[src/rtl/mul_pkg.sv]
// Shared types and constants for the iterative 32x32 multiplier built on MUL16.
package mul_pkg;

  localparam int HALF_W = 16;
  localparam int FULL_W = 32;
  localparam int PROD_W = 64;
  localparam int SH_W   = 6;

  // Sequencer states.
  typedef enum logic [1:0] {
    IDLE  = 2'd0,
    MUL   = 2'd1,
    DRAIN = 2'd2,
    DONE  = 2'd3
  } state_e;

  typedef logic [1:0] step_t;

  // Left shift applied to each half-product when it is accumulated.
  localparam logic [SH_W-1:0] SHIFT_STEP0 = 6'd0;
  localparam logic [SH_W-1:0] SHIFT_STEP1 = 6'd16;
  localparam logic [SH_W-1:0] SHIFT_STEP2 = 6'd16;
  localparam logic [SH_W-1:0] SHIFT_STEP3 = 6'd32;

  function automatic logic [SH_W-1:0] step_shift(input step_t s);
    case (s)
      2'd0:    return SHIFT_STEP0;
      2'd1:    return SHIFT_STEP1;
      2'd2:    return SHIFT_STEP2;
      default: return SHIFT_STEP3;
    endcase
  endfunction

endpackage

[src/rtl/mul32_seq_mul16.sv]
// MUL16: combinational 16x16 unsigned multiplier. Partial products are folded
// through a chain of 3:2 carry-save compressors; one carry-propagate add at the end.
module MUL16
  import mul_pkg::*;
(
  input  logic [HALF_W-1:0] a_i,
  input  logic [HALF_W-1:0] b_i,
  output logic [FULL_W-1:0] p_o
);

  logic [FULL_W-1:0] sum_v;
  logic [FULL_W-1:0] carry_v;
  logic [FULL_W-1:0] pp_v;
  logic [FULL_W-1:0] nsum_v;

  // Carry-save reduction of the 16 partial-product rows. The product fits in
  // 32 bits, so carries dropped off the top of the 32-bit rows never matter.
  always_comb begin
    sum_v   = '0;
    carry_v = '0;
    pp_v    = '0;
    nsum_v  = '0;
    for (int i = 0; i < HALF_W; i++) begin
      pp_v    = b_i[i] ? (FULL_W'(a_i) << i) : '0;
      nsum_v  = sum_v ^ carry_v ^ pp_v;
      carry_v = ((sum_v & carry_v) | (sum_v & pp_v) | (carry_v & pp_v)) << 1;
      sum_v   = nsum_v;
    end
    p_o = sum_v + carry_v;
  end

endmodule

[src/rtl/mul32_seq.sv]
// mul32_seq: iterative 32x32 unsigned multiplier. Streams the four 16x16
// half-products through one MUL16, registers each, and shift-accumulates them.
module mul32_seq
  import mul_pkg::*;
#(
  parameter bit EARLY_ZERO = 1'b0
) (
  input  logic              clk,
  input  logic              rst,
  input  logic              in_valid,
  output logic              in_ready,
  input  logic [FULL_W-1:0] a,
  input  logic [FULL_W-1:0] b,
  output logic              out_valid,
  input  logic              out_ready,
  output logic [PROD_W-1:0] p
);

  state_e            state_q, state_d;
  step_t             step_q, step_d;
  logic [FULL_W-1:0] a_q, a_d;
  logic [FULL_W-1:0] b_q, b_d;
  logic [FULL_W-1:0] pp_q, pp_d;
  logic [SH_W-1:0]   sh_q, sh_d;
  logic              pp_v_q, pp_v_d;
  logic [PROD_W-1:0] acc_q, acc_d;

  logic [HALF_W-1:0] core_a;
  logic [HALF_W-1:0] core_b;
  logic [FULL_W-1:0] core_p;
  logic              accept;
  logic              zero_op;

  assign accept  = in_valid && (state_q == IDLE);
  assign zero_op = EARLY_ZERO && ((a == '0) || (b == '0));

  // Operand select: step bit 0 picks the a half, step bit 1 picks the b half.
  always_comb begin
    core_a = step_q[0] ? a_q[FULL_W-1:HALF_W] : a_q[HALF_W-1:0];
    core_b = step_q[1] ? b_q[FULL_W-1:HALF_W] : b_q[HALF_W-1:0];
  end

  MUL16 u_core (
    .a_i (core_a),
    .b_i (core_b),
    .p_o (core_p)
  );

  // State register; reset is synchronous and wins over every transition.
  always_ff @(posedge clk) begin
    // NOTE: sequential state uses non-blocking assignments so every register
    // samples its pre-edge inputs, independent of block ordering.
    if (rst) state_q <= IDLE;
    else     state_q <= state_d;
  end

  // Next-state logic.
  always_comb begin
    // NOTE: default assignment first so no path leaves state_d unassigned,
    // which would otherwise infer a latch.
    state_d = state_q;
    case (state_q)
      IDLE:    if (accept) state_d = zero_op ? DONE : MUL;
      MUL:     if (step_q == 2'd3) state_d = DRAIN;
      DRAIN:   state_d = DONE;
      DONE:    if (out_ready) state_d = IDLE;
      default: state_d = IDLE;
    endcase
  end

  // Handshake outputs decoded straight from the state register.
  always_comb begin
    in_ready  = (state_q == IDLE);
    out_valid = (state_q == DONE);
  end

  assign p = acc_q;

  // Datapath next-state: operand capture, core result register, accumulator.
  always_comb begin
    a_d    = a_q;
    b_d    = b_q;
    step_d = step_q;
    pp_d   = pp_q;
    sh_d   = sh_q;
    pp_v_d = pp_v_q;
    acc_d  = acc_q;
    if (accept) begin
      a_d    = a;
      b_d    = b;
      acc_d  = '0;
      pp_v_d = 1'b0;
      step_d = 2'd0;
    end else begin
      if (pp_v_q) acc_d = acc_q + ({{(PROD_W-FULL_W){1'b0}}, pp_q} << sh_q);
      if (state_q == MUL) begin
        pp_d   = core_p;
        sh_d   = step_shift(step_q);
        pp_v_d = 1'b1;
        step_d = step_q + 2'd1;
      end
      if (state_q == DRAIN) pp_v_d = 1'b0;
    end
  end

  // Datapath registers.
  always_ff @(posedge clk) begin
    if (rst) begin
      a_q    <= '0;
      b_q    <= '0;
      step_q <= '0;
      pp_q   <= '0;
      sh_q   <= '0;
      pp_v_q <= 1'b0;
      acc_q  <= '0;
    end else begin
      a_q    <= a_d;
      b_q    <= b_d;
      step_q <= step_d;
      pp_q   <= pp_d;
      sh_q   <= sh_d;
      pp_v_q <= pp_v_d;
      acc_q  <= acc_d;
    end
  end

endmodule

[config.mk]
export PLATFORM = sky130hd
export DESIGN_NAME = mul32_seq
export DESIGN_NICKNAME = d
export VERILOG_FILES = /design/src/rtl/mul_pkg.sv /design/src/rtl/mul32_seq_mul16.sv /design/src/rtl/mul32_seq.sv
export SDC_FILE = /design/constraint.sdc
export NUM_CORES = 1
export LEC_CHECK = 0
export CAP_MARGIN = 20
export CORE_AREA = 2 2 197 199
export DETAILED_ROUTE_END_ITERATION = 6
export DIE_AREA = 0 0 199 201
export PLACE_DENSITY = 0.66
export SKIP_CTS_REPAIR_TIMING = 1
export SLEW_MARGIN = 20
export SYNTH_ARGS = -nofsm -noshare
export SYNTH_HDL_FRONTEND = slang
export SYNTH_SLANG_ARGS = --single-unit
[constraint.sdc]
create_clock -name clk -period 11.38 [get_ports clk]
set_clock_uncertainty 0.05 [all_clocks]
set_input_delay 3.414 -clock clk [delete_from_list [all_inputs] [get_ports clk]]
set_output_delay 3.414 -clock clk [all_outputs]
set_load 0.01 [all_outputs]
=== Yosys cells after proc, flatten, opt, wreduce, memory -nomap -nowiden ===
Cells that the tools add are included.

* Register bits: 171
* Input port bits: 68
* Logic and storage cells: 153

* Add/sub/neg operators: 3
* Equality and inequality tests: 9
* Shift operators: 1
* Mux-type cells: 23
* Bitwise logic cells: 101
* Reductions and logical operators: 8

{| class="wikitable"
|+ Operator list
! kind !! count
|-
| 31-bit AND || 37
|-
| 31-bit bitwise OR || 28
|-
| 32-bit bitwise XOR || 14
|-
| 64-bit adder || 1
|-
| 32-bit by 6-bit left shift with 64-bit output || 1
|-
| 31-bit by 29-bit AND with 31-bit output || 2
|-
| 31-bit by 30-bit AND with 31-bit output || 2
|-
| 16-bit two-way mux || 3
|-
| 32-bit adder || 1
|-
| 32-bit by 18-bit bitwise XOR with 32-bit output || 1
|-
| 32-bit by 19-bit bitwise XOR with 32-bit output || 1
|-
| 32-bit by 20-bit bitwise XOR with 32-bit output || 1
|-
| 32-bit by 21-bit bitwise XOR with 32-bit output || 1
|-
| 32-bit by 22-bit bitwise XOR with 32-bit output || 1
|-
| 32-bit by 23-bit bitwise XOR with 32-bit output || 1
|-
| 32-bit by 24-bit bitwise XOR with 32-bit output || 1
|-
| 32-bit by 25-bit bitwise XOR with 32-bit output || 1
|-
| 32-bit by 26-bit bitwise XOR with 32-bit output || 1
|-
| 32-bit by 27-bit bitwise XOR with 32-bit output || 1
|-
| 32-bit by 28-bit bitwise XOR with 32-bit output || 1
|-
| 32-bit by 29-bit bitwise XOR with 32-bit output || 1
|-
| 32-bit by 30-bit bitwise XOR with 32-bit output || 1
|-
| 32-bit by 31-bit bitwise XOR with 32-bit output || 1
|-
| 31-bit by 28-bit AND with 31-bit output || 1
|-
| 32 further kinds || 41
|}

=== Longest topological paths before layout ===
* Word-level depth: 46
* Depth in mapped cells: 34

=== By module ===
From an unflattened synthesis, not the netlist that was laid out.

* Cells, all modules: 2031
* Area total of the unflattened synthesis: 17357.9 sq um

{| class="wikitable"
|+ By module, submodules not included
! module !! instances !! cells an instance !! area each (sq um) !! sequential area each (sq um)
|-
| mul32_seq || 1 || 1331 || 10752.8 || 3343.2
|-
| MUL16 || 1 || 700 || 6605.1 || 0.0
|}

=== Worst setup path after synthesis ===
No wires, ideal clock.

* Path type: register -> register
* From: register step_q[0]
* To: register pp_q[30]
* Setup time: 122 ps
* Data arrival time: 10695 ps
* Slack: 513 ps
* Stages on the path, launching flop included: 35
* Clock period less this slack: 10867 ps
* Path through: dfxtp_1 -> clkbuf_1 -> buf_1 -> mux2_2 -> nor2b_1 -> ha_1 -> inv_1 -> fa_1 -> fa_1 -> fa_1 -> fa_1 -> fa_1 -> fa_1 -> fa_1 -> fa_1 -> fa_1 -> fa_1 -> fa_1 -> fa_1 -> fa_1 -> fa_1 -> inv_1 -> ha_1 -> inv_1 -> fa_1 -> nor2b_1 -> o21ai_0 -> a21boi_0 -> o21ai_0 -> a21boi_0 -> o21bai_1 -> a21boi_0 -> o211ai_1 -> and3_1 -> a311o_1

* Word-level cells in the longest chain between the ends: 46

{| class="wikitable"
|+ Ends and longest elaborated chain
! element !! line !! source
|-
| from (decl) || mul32_seq.sv:20 || <nowiki>step_t step_q, step_d;</nowiki>
|-
| from (signal assigned) || mul32_seq.sv:119 || <nowiki>step_q <= step_d;</nowiki>
|-
| 16-bit two-way mux * || mul32_seq.sv:39 || <nowiki>core_a = step_q[0] ? a_q[FULL_W-1:HALF_W] : a_q[HALF_W-1:0];</nowiki>
|-
| 16-bit two-way mux or 17-bit two-way mux (tied branches) || mul32_seq_mul16.sv:24 || <nowiki>pp_v = b_i[i] ? (FULL_W'(a_i) << i) : '0;</nowiki>
|-
| 16-bit by 17-bit bitwise XOR with 17-bit output or 16-bit by 17-bit AND with 17-bit output (tied branches) || mul32_seq_mul16.sv:25, mul32_seq_mul16.sv:26 ||
|-
| 31-bit AND || mul32_seq_mul16.sv:26 || <nowiki>carry_v = ((sum_v & carry_v) | (sum_v & pp_v) | (carry_v & pp_v)) << 1;</nowiki>
|-
| 31-bit bitwise OR (2 in a row) || mul32_seq_mul16.sv:26 ||
|-
| 31-bit AND || mul32_seq_mul16.sv:26 ||
|-
| 31-bit bitwise OR (2 in a row) || mul32_seq_mul16.sv:26 ||
|-
| 31-bit AND || mul32_seq_mul16.sv:26 ||
|-
| [24 not listed] || -- ||
|-
| 31-bit bitwise OR (2 in a row) || mul32_seq_mul16.sv:26 ||
|-
| 31-bit AND || mul32_seq_mul16.sv:26 ||
|-
| 31-bit bitwise OR (2 in a row) || mul32_seq_mul16.sv:26 ||
|-
| 31-bit AND || mul32_seq_mul16.sv:26 ||
|-
| 31-bit bitwise OR (2 in a row) || mul32_seq_mul16.sv:26 ||
|-
| 31-bit AND || mul32_seq_mul16.sv:26 ||
|-
| 31-bit bitwise OR (2 in a row) || mul32_seq_mul16.sv:26 ||
|-
| 32-bit adder * || mul32_seq_mul16.sv:29 || <nowiki>p_o = sum_v + carry_v;</nowiki>
|-
| to (signal assigned) || mul32_seq.sv:120 || <nowiki>pp_q <= pp_d;</nowiki>
|-
| to (decl) || mul32_seq.sv:23 || <nowiki>logic [FULL_W-1:0] pp_q, pp_d;</nowiki>
|}

Mark *: on every way between the ends. The rest lies on a longest branch, timed or not.
A chain may end at the register's enable or synchronous reset.

=== Final worst setup path ===
Same ends and word-level chain as after synthesis.

==> metrics.log <==
[metrics] result of the run: finished with violations
[metrics] violated checks: DRC
[metrics] detailed-routing iteration count for the pre-antenna-repair pass: 7
[metrics] Placer Congestion: 0.921
[metrics] Total Neg Setup Slack: 0 ns
[metrics] Hold Slack: 0.403 ns
[metrics] Final Hold Fails: 0
[metrics] Final Cycle Share: 94.4%
[metrics] flip-flop and latch count after synthesis: 167
[metrics] dominant cell by count in the synthesized netlist: nand2_1
[metrics] x dimension of the die: 199 µm
[metrics] Most Frequent Cell on Critical Path: fa_1
[metrics] via total after detailed routing: 13900
[metrics] largest net degree at the start of global routing: 79
[metrics] sequential-to-total area share from yosys stat: 19.9%
[metrics] Min Clock Period, post-route: 10.74 ns
[metrics] number of pins exceeding their max-slew limit in the final report: 0
[metrics] worst hold stages: 2
[metrics] antenna diode count: 0
[metrics] DRC marker count from the first detailed-route iteration: 581
[metrics] largest voltage drop on the vdd net: 0.114 mV
[metrics] signed area change from the synthesized netlist to the final layout: 13.6%
[metrics] Mapped Cells: 1961
[metrics] initial cell density of the core: 44.1%
[metrics] H-tree level count: 4
[metrics] number of nets still failing antenna checks after routing: 0
[metrics] total power: 2.53 mW
[metrics] vias in the first global route: 14000
[metrics] unrepaired setup endpoints after global routing: false
[metrics] Tot GR Track Use: 22.7%
[metrics] placement row count: 72
[metrics] unique cell type count in the Yosys netlist: 68
[metrics] maximum net fanout on the critical path: 16
[metrics] count of flip-flops with a built-in enable after synthesis: 0
[metrics] clock-pin slew of the registers on the worst-case setup and hold paths: 0.07 ns
[metrics] ratio of cells with drive above 1 in the final layout: 4.78%
[metrics] worst slack after detailed placement: 0.284 ns
[metrics] number of vias per cell: 5.46
[metrics] worst-case reg-to-reg path depth: 32
[metrics] highest achievable clock rate: 0.0931 GHz
[metrics] core outline area: 38100 µm²
[metrics] final setup slack of the worst path: 0.640 ns
[metrics] Worst Max-Slew Pin Slew: 1.05 ns
[metrics] kind of critical path: register to register
[metrics] sum of routed wire length over all layers: 44500 µm
[metrics] slowest CP cell: fa_1
[metrics] type of destination of the critical path: register
[metrics] utilization of the core after routing: 50.2%
[metrics] biggest area contributors in the synthesized netlist: fa_1 25%, dfxtp_1 20%, nand2_1 9.1%
[metrics] Static Leakage: 6.51 nW
[metrics] Bufs on Longest Clock Path: 2
[metrics] commonest cells in the netlist: 410 x nand2_1, 212 x fa_1, 167 x dfxtp_1, 163 x a21oi_1, 146 x nor2_1
[metrics] total power density per cell area: 133 nW/µm²
[metrics] CTS tree: built
[metrics] kind of start point of the critical path: register
[metrics] wire length per cell after detailed routing: 17.4 µm
[metrics] Syn. warnings: 0
[metrics] number of buffers added by the clock tree synthesis step: 17
[metrics] top_reg_cell synth: dfxtp_1
[metrics] remaining design rule violation count: 2
[metrics] clock latency on the worst-skew pair: 0.44 ns
[metrics] Die Footprint: 40000 µm²
[metrics] tightest slew margin relative to the limit: 29.8%
[metrics] HPWL Detailed: 35800 µm
[metrics] first-pass GRT wire length: 72600 µm
[metrics] share of flip-flops with an asynchronous set or reset after synthesis: 0%
[metrics] delay contributed by the slowest stage of the critical path: 0.55 ns
[metrics] required time at the endpoint of the critical path: 11.66 ns
[metrics] post-synthesis average cell area: 8.58 µm²
[metrics] share of the synthesized area in the top cell type: 25.2%
[metrics] total grt overflow: 0
[metrics] data arrival time at the worst-slack endpoint: 11.02 ns
[metrics] final number of setup-violating endpoints: 0
[metrics] Hold WC Path Type: register to register
[metrics] post-synthesis cell type with the largest combined area: fa_1
[metrics] buffer type at the clock tree root: clkbuf_16
[metrics] number of antenna violations at the first check in global routing: 0
[metrics] Syn Nets: 2340
[metrics] synthesized area: 16800 µm²
[metrics] Sinks on Clock Net: 167
[metrics] I/O Buffers: 133
[metrics] count of boundary I/O pins: 134
[metrics] number of maximum-capacitance constraint violations: 0
[metrics] Nets: 2397
[metrics] die outline height: 201 µm
[cell families after synthesis]
group	Yosys count	synth area share, %
flops	167	19.9
xor+xnor	62	3.23
fa+ha+maj	311	32.6
compound gates	384	14.4
simple gates	736	19.1
mux	102	6.30
buf+inv	199	4.54
[sequential cells by signal (all words and copies together) (netlist names)]
| register | count |
|---|---|
| pp_q | 32 |
| a_q | 32 |
| sh_q | 2 |
| step_q | 2 |
| state_q | 2 |
| p | 64 |
| pp_v_q | 1 |
| b_q | 32 |
[final cells by class]
cell class / count / area, µm²
clock buffers: 21 / 460
clock inverters: 11 / 159
fillers: 3656 / 19000
inverters: 88 / 330
multi-input cells: 1595 / 12700
flip-flops and latches: 167 / 3350
well taps: 518 / 648
repair buffers: 149 / 1450
[path summary, 6_finish.rpt]
path	startpoint	end	slack (ns)
worst min-delay path	b_q[22]	b_q[22]	0.40
worst max register to register	step_q[0]	pp_q[30]	0.64
worst min register to register	b_q[22]	b_q[22]	0.40
worst max-delay path	step_q[0]	pp_q[30]	0.64
[metal layers]
metal / up-vias / routed length [µm] / track usage [%]
met5: - / 0 / 0
met4: 0 / 881 / 5.57
met3: 51 / 1800 / 2.91
met2: 327 / 21900 / 39.8
met1: 6832 / 19900 / 29.5
li1: 6710 / - / -
[worst max-delay path, delay by kind of cell (launching register included)]
family | cells | cell delay, ns
adder cells (fa/ha/maj) | 17 | 7.53
flip-flops | 1 | 0.44
buffers and inverters | 3 | 0.18
multiplexers | 1 | 0.48
AO/OA/AOI/OAI | 8 | 1.46
AND/OR/NAND/NOR | 3 | 0.49
[layout by cell type (no fill, tap or decap), types with 12 or more instances in the layout]
master           synthesis  final
a211oi_1                24     24
a21o_1                  39     39
a21oi_1                163    163
a22o_1                  16     16
and2_1                  27     26
buf_4                    0     17
clkbuf_16                0     17
clkdlybuf4s50_1          0    132
dfxtp_1                167    165
fa_1                   212    212
ha_1                    99     98
inv_1                   88     88
mux2_2                  31     31
mux2i_1                 71     71
nand2_1                410    408
nand3_1                 23     23
nand4_1                 17     17
nor2_1                 146    146
nor2b_1                 51     51
nor3_1                  16     16
o21ai_0                 52     52
o21bai_1                12     12
xnor2_1                 34     34
xor2_1                  28     28
[metrics by stage]
stage	cells	cell area, µm²
after detailed placement	2517	18500
after floorplan	1961	16800
after global routing	2549	19100
final	2549	19100
after global placement	2517	18500
after CTS	2549	19100
[power by group]
group	internal (mW)	switching [mW]
Clock	0.362	0.263
Combinational	0.442	0.705
Sequential	0.672	0.0898
Power figures use the tool's default switching activity.
